File: config.mk
export PLATFORM = sky130hd
export DESIGN_NAME = datapath
export DESIGN_NICKNAME = d
export VERILOG_FILES = /design/src/rtl/processor_pkg.sv /design/src/rtl/datapath_regfile.sv /design/src/rtl/datapath.sv
export SDC_FILE = /design/constraint.sdc
export NUM_CORES = 2
export LEC_CHECK = 0
export BUFFER_PORTS_ARGS = -buffer_cell sky130_fd_sc_hd__buf_2
export CORE_ASPECT_RATIO = 0.5
export CORE_MARGIN = 4
export CORE_UTILIZATION = 50
export DETAILED_ROUTE_END_ITERATION = 7
export PLACE_DENSITY = 0.65
export SYNTH_ARGS = -nofsm -noshare
export SYNTH_HDL_FRONTEND = slang
export SYNTH_SLANG_ARGS = --single-unit
export TNS_END_PERCENT = 1
File: constraint.sdc
create_clock -name Clock -period 10.2 [get_ports Clock]
set_input_delay 0.51 -clock Clock [delete_from_list [all_inputs] [get_ports Clock]]
set_output_delay 0.51 -clock Clock [all_outputs]
set_load 0.01 [all_outputs]
File: src/rtl/processor_pkg.sv
// processor_pkg: definitions shared by the processor's datapath and its
// controller state machine.
//   DATA_W    : datapath word width
//   D_ADDR_W  : data-memory address width (depth 2**D_ADDR_W)
//   RF_ADDR_W : register-file address width
//   ALU_*     : ALU operation codes carried on ALU_s0
package processor_pkg;

  localparam int DATA_W    = 16;
  localparam int D_ADDR_W  = 8;
  localparam int RF_ADDR_W = 4;

  localparam logic [2:0] ALU_ZERO  = 3'b000;
  localparam logic [2:0] ALU_ADD   = 3'b001;
  localparam logic [2:0] ALU_SUB   = 3'b010;
  localparam logic [2:0] ALU_PASSA = 3'b011;
  localparam logic [2:0] ALU_XOR   = 3'b100;
  localparam logic [2:0] ALU_OR    = 3'b101;
  localparam logic [2:0] ALU_AND   = 3'b110;
  localparam logic [2:0] ALU_INC   = 3'b111;

endpackage

File: src/rtl/datapath_regfile.sv
// regfile: 16 x 16 register file, one write port and two combinational
// read ports, asynchronously cleared.
//   clk_i       : rising-edge clock
//   rst_i       : asynchronous active-high clear of every register
//   we_i        : write enable
//   waddr_i     : write address
//   wdata_i     : write data
//   raddr_a_i   : read port A address
//   raddr_b_i   : read port B address
//   rdata_a_o   : contents of regs[raddr_a_i]
//   rdata_b_o   : contents of regs[raddr_b_i]
// Reads return the pre-edge contents: a write is only visible after the
// edge that performs it (no write-to-read bypass).
module regfile
  import processor_pkg::*;
(
  input  logic                 clk_i,
  input  logic                 rst_i,
  input  logic                 we_i,
  input  logic [RF_ADDR_W-1:0] waddr_i,
  input  logic [DATA_W-1:0]    wdata_i,
  input  logic [RF_ADDR_W-1:0] raddr_a_i,
  input  logic [RF_ADDR_W-1:0] raddr_b_i,
  output logic [DATA_W-1:0]    rdata_a_o,
  output logic [DATA_W-1:0]    rdata_b_o
);

  localparam int NREGS = 2 ** RF_ADDR_W;

  logic [DATA_W-1:0] regs_q [NREGS];

  always_ff @(posedge clk_i or posedge rst_i) begin
    if (rst_i) begin
      for (int i = 0; i < NREGS; i++) begin
        regs_q[i] <= '0;
      end
    end else if (we_i) begin
      regs_q[waddr_i] <= wdata_i;
    end
  end

  assign rdata_a_o = regs_q[raddr_a_i];
  assign rdata_b_o = regs_q[raddr_b_i];

endmodule

File: src/rtl/datapath.sv
// datapath: execution half of the processor. Performs the register-file,
// ALU and data-memory work named by the controller's control word.
//   Clock      : rising-edge clock
//   Reset      : asynchronous active-high reset (RF and R_data only)
//   D_addr     : data-memory address
//   D_wr       : data-memory write enable (writes Ra_data)
//   RF_s       : writeback select, 1 = memory read data, 0 = ALU result
//   RF_W_addr  : register-file write address
//   RF_W_en    : register-file write enable
//   RF_Ra_addr : read port A address
//   RF_Rb_addr : read port B address
//   ALU_s0     : ALU operation select (see processor_pkg ALU_*)
//   Ra_data    : RF[RF_Ra_addr], combinational
//   Rb_data    : RF[RF_Rb_addr], combinational
//   R_data     : registered data-memory read data (one cycle latency)
//   W_data     : writeback value presented to the register file
//   ALU_out    : ALU result, combinational
module datapath
  import processor_pkg::*;
(
  input  logic                 Clock,
  input  logic                 Reset,
  input  logic [D_ADDR_W-1:0]  D_addr,
  input  logic                 D_wr,
  input  logic                 RF_s,
  input  logic [RF_ADDR_W-1:0] RF_W_addr,
  input  logic                 RF_W_en,
  input  logic [RF_ADDR_W-1:0] RF_Ra_addr,
  input  logic [RF_ADDR_W-1:0] RF_Rb_addr,
  input  logic [2:0]           ALU_s0,
  output logic [DATA_W-1:0]    Ra_data,
  output logic [DATA_W-1:0]    Rb_data,
  output logic [DATA_W-1:0]    R_data,
  output logic [DATA_W-1:0]    W_data,
  output logic [DATA_W-1:0]    ALU_out
);

  localparam int D_DEPTH = 2 ** D_ADDR_W;

  logic [DATA_W-1:0] mem_q [D_DEPTH];
  logic [DATA_W-1:0] r_data_q;
  logic [DATA_W-1:0] r_data_d;
  logic [DATA_W-1:0] alu_d;

  regfile u_regfile (
    .clk_i     (Clock),
    .rst_i     (Reset),
    .we_i      (RF_W_en),
    .waddr_i   (RF_W_addr),
    .wdata_i   (W_data),
    .raddr_a_i (RF_Ra_addr),
    .raddr_b_i (RF_Rb_addr),
    .rdata_a_o (Ra_data),
    .rdata_b_o (Rb_data)
  );

  // Data memory array: no reset so it maps onto a synchronous RAM. The
  // write is gated while Reset is high so a reset edge never lands a store.
  always_ff @(posedge Clock) begin
    if (D_wr && !Reset) begin
      mem_q[D_addr] <= Ra_data;
    end
  end

  // Read-before-write: the read register samples the pre-edge contents,
  // so a store to the same address shows up one edge later.
  assign r_data_d = mem_q[D_addr];

  always_ff @(posedge Clock or posedge Reset) begin
    if (Reset) begin
      r_data_q <= '0;
    end else begin
      r_data_q <= r_data_d;
    end
  end

  assign R_data = r_data_q;

  always_comb begin
    alu_d = '0;
    case (ALU_s0)
      ALU_ZERO:  alu_d = '0;
      ALU_ADD:   alu_d = Ra_data + Rb_data;
      ALU_SUB:   alu_d = Ra_data - Rb_data;
      ALU_PASSA: alu_d = Ra_data;
      ALU_XOR:   alu_d = Ra_data ^ Rb_data;
      ALU_OR:    alu_d = Ra_data | Rb_data;
      ALU_AND:   alu_d = Ra_data & Rb_data;
      ALU_INC:   alu_d = Ra_data + 16'd1;
      default:   alu_d = '0;
    endcase
  end

  assign ALU_out = alu_d;
  assign W_data  = RF_s ? R_data : ALU_out;

endmodule

==> metrics.txt <==
cell family with most CP delay=compound AO/OA/AOI/OAI gates; area leader, netlist=edfxtp_1; # fillers=25156; Final #Nets=8293; Iteration-0 DRC Markers=13324; final WL=465000 um; Top cell by count, worst path=a21o_1; # DRC=0; Crit-path slowest cell=a2111oi_0; Tmin final=7300 ps; starting density of the core=50.3%; Fmax=0.137 GHz; Max-slew headroom=14.2%; FF+latch area=130000 um^2; skew final=48.9 ps; vias in the first global route=84373; TritonCTS Sinks=4368; Commonest cells post-synth=edfxtp_1, mux4_2, nand2_1; first-pass GRT wire length=658000 um; die area=356000 um^2; Area growth, synth to finish=12.0%; buffers plus inverters on the worst setup path=3; WS Path Type=input pin to output pin; Bufs on Longest Clock Path=4; Setup TNS=0 ps; P_sw=11.2 mW; RSZ-0062 raised after global routing=no; core area=344000 um^2; total internal power=31.8 mW; Rows=152; Yosys reg bits=4368; gpl congestion=0.852; Final Power=43.0 mW; Num CTS Buffers=389; fraction of registers with async set/reset=6.23%; I/O Pins=108; multi-input logic area=41900 um^2; DR pass1 iterations=5; H-tree depth=5; Final Max Tran Viols=0; antenna violations before repair=29; synthesized cell area=173000 um^2; Cells after Synth=7783; Critical Path RT=9690 ps; width of the chip=840 um; Worst-Skew Late Latency=930 ps; worst-margin pin slew=1280 ps; I/O Buffers=107; ranking of synthesized cells by area=edfxtp_1, mux4_2, dfrtp_1, nand2_1, mux2_2; net count after synthesis=7860; Leak=62.6 nW; CTS tree=yes; crit path DAT=6790 ps; Peak VDD IR=0.180 mV; dpl cells=12444; routed length per instance=35.3 um; Root Buffer=clkbuf_16; PwrDens=222 nW/um^2; top-area cell type share of the netlist area=71.1%; Antenna Violating Nets Remaining=0; clock share of power=33.6%; Cell Chain, Critical Path=buf_2 -> nor2b_1 -> a22oi_1 -> a32oi_1 -> o21ai_1 -> inv_1 -> ha_1 -> a22oi_1 -> nor2_1 -> a21o_1 -> ha_1 -> a21o_1 -> a21o_1 -> a2111oi_0 -> o21ai_0 -> a41o_1 -> a31oi_1 -> and2_1 -> mux2i_2 -> a2bb2oi_4 -> buf_2; most used flip-flop cell after synthesis=edfxtp_1; largest fanout on the critical path=18; final worst path period share=71.5%; YS warnings=0; die span in y=424 um; Finished Layout Cells=13161; Reg clk slew, reported paths=70 ps; Seq/Total Area, Yosys=75.0%; postcts setup bufs=0; Worst Hold Class=input pin to flop; switching share of power=26.0%; hpwl dp=274000 um; post-DR vias/cell=6.51; outcome=finished clean; Via Count=85687; CP endpoint kind=output pin; final setup fails=0; GRT Util Overall=26.1%; crit path launch type=input pin; global route overflow=0; Yosys cell types=80; Final Hold Fails=0; most frequent cell after synthesis=edfxtp_1; pin count of the biggest net entering global routing=208; max incr delay on CP=950 ps; layout cells sized above 1=34.2%; Post-synth EDFFs=4096; Post-Syn Area per Cell=22.2 um^2; max cap viols=0; worst hold slack=182 ps; Comb pwr share=14.0%; register share of total power=52.4%
==> tightest hold or removal path, delay by kind of cell <==
kind,cells,cell delay (ps)
and+or+nand+nor,3,420
buffers and inverters,1,160
==> cell type report <==
cell class,instances,share of cell area (%)
flip-flops and latches,4368,67.0
multi-input cells,2904,21.6
clock buffers,472,5.31
well taps,4620,2.98
repair buffers,504,2.00
clock inverters,228,1.01
inverters,49,0.0988
diodes,16,0.0207
==> timing repair <==
item | in CTS | in global routing
gates resized for setup | 0 | 0
hold endpoints to repair | 98 | 0
hold buffers | 1 | 0
==> power groups by stage <==
stage | combinational, mW | sequential [mW] | clock, mW
5_1_grt | 6.41 | 22.6 | 15.5
4_1_cts | 5.98 | 22.5 | 14.6
2_1_floorplan | 3.36 | 23.0 | 0
3_5_place_dp | 5.98 | 22.9 | 0
6_report | 6.01 | 22.5 | 14.5
3_3_place_gp | 5.79 | 22.9 | 0
==> cell families after synthesis <==
logic type | Yosys count | synth area share [%]
flops | 4368 | 75.0
mux | 1623 | 19.9
simple gates | 963 | 2.36
buf+inv | 511 | 1.22
compound gates | 253 | 1.00
fa+ha+maj | 49 | 0.359
xor+xnor | 16 | 0.0810
==> layer usage <==
metal | up-vias | routed length (um) | track usage (%)
met4 | 12 | 15300 | 7.55
met5 | - | 149 | 0.175
met3 | 788 | 53600 | 6.71
li1 | 33611 | - | -
met1 | 46322 | 187000 | 39.2
met2 | 4954 | 209000 | 38.4
==> metrics by stage <==
stage	setup slack [ps]	instance area [um^2]	util (%)
5_1_grt	2600	194000	56.4
2_1_floorplan	2190	173000	-
3_5_place_dp	3170	182000	52.8
4_1_cts	3140	194000	56.4
3_3_place_gp	3150	182000	52.8
6_report	2900	194000	56.4
==> flip-flops by register name (all words and copies together) (netlist names) <==
signal and cells:
mem_q 4096, u_regfile.regs_q 256, R_data 16
==> cells in the final DEF (no fill, tap or decap), drive strengths merged, types with 30 or more instances in the layout <==
master / count
nor2: 313
mux4: 1441
clkbuf: 472
clkinv: 174
mux2i: 52
nand3: 54
nor2b: 42
o21ai: 56
a22oi: 30
ha: 48
a21oi: 38
dfrtp: 272
buf: 503
inv: 56
nand2: 443
bufinv: 30
mux2: 130
edfxtp: 4096
==> final timing paths <==
kind | startpoint | end | slack (ps) | cells after the start
min | RF_W_addr[0] | u_regfile.regs_q[205] | 180 | 4
min in group asynchronous | Reset | u_regfile.regs_q[176] | 490 | 3
max in group asynchronous | Reset | u_regfile.regs_q[47] | 8300 | 4
max | RF_Rb_addr[1] | W_data[15] | 2900 | 21
max reg2reg | u_regfile.regs_q[97] | u_regfile.regs_q[47] | 4380 | 20
min reg2reg | u_regfile.regs_q[134] | u_regfile.regs_q[134] | 500 | 2
Power figures use the tool's default switching activity.
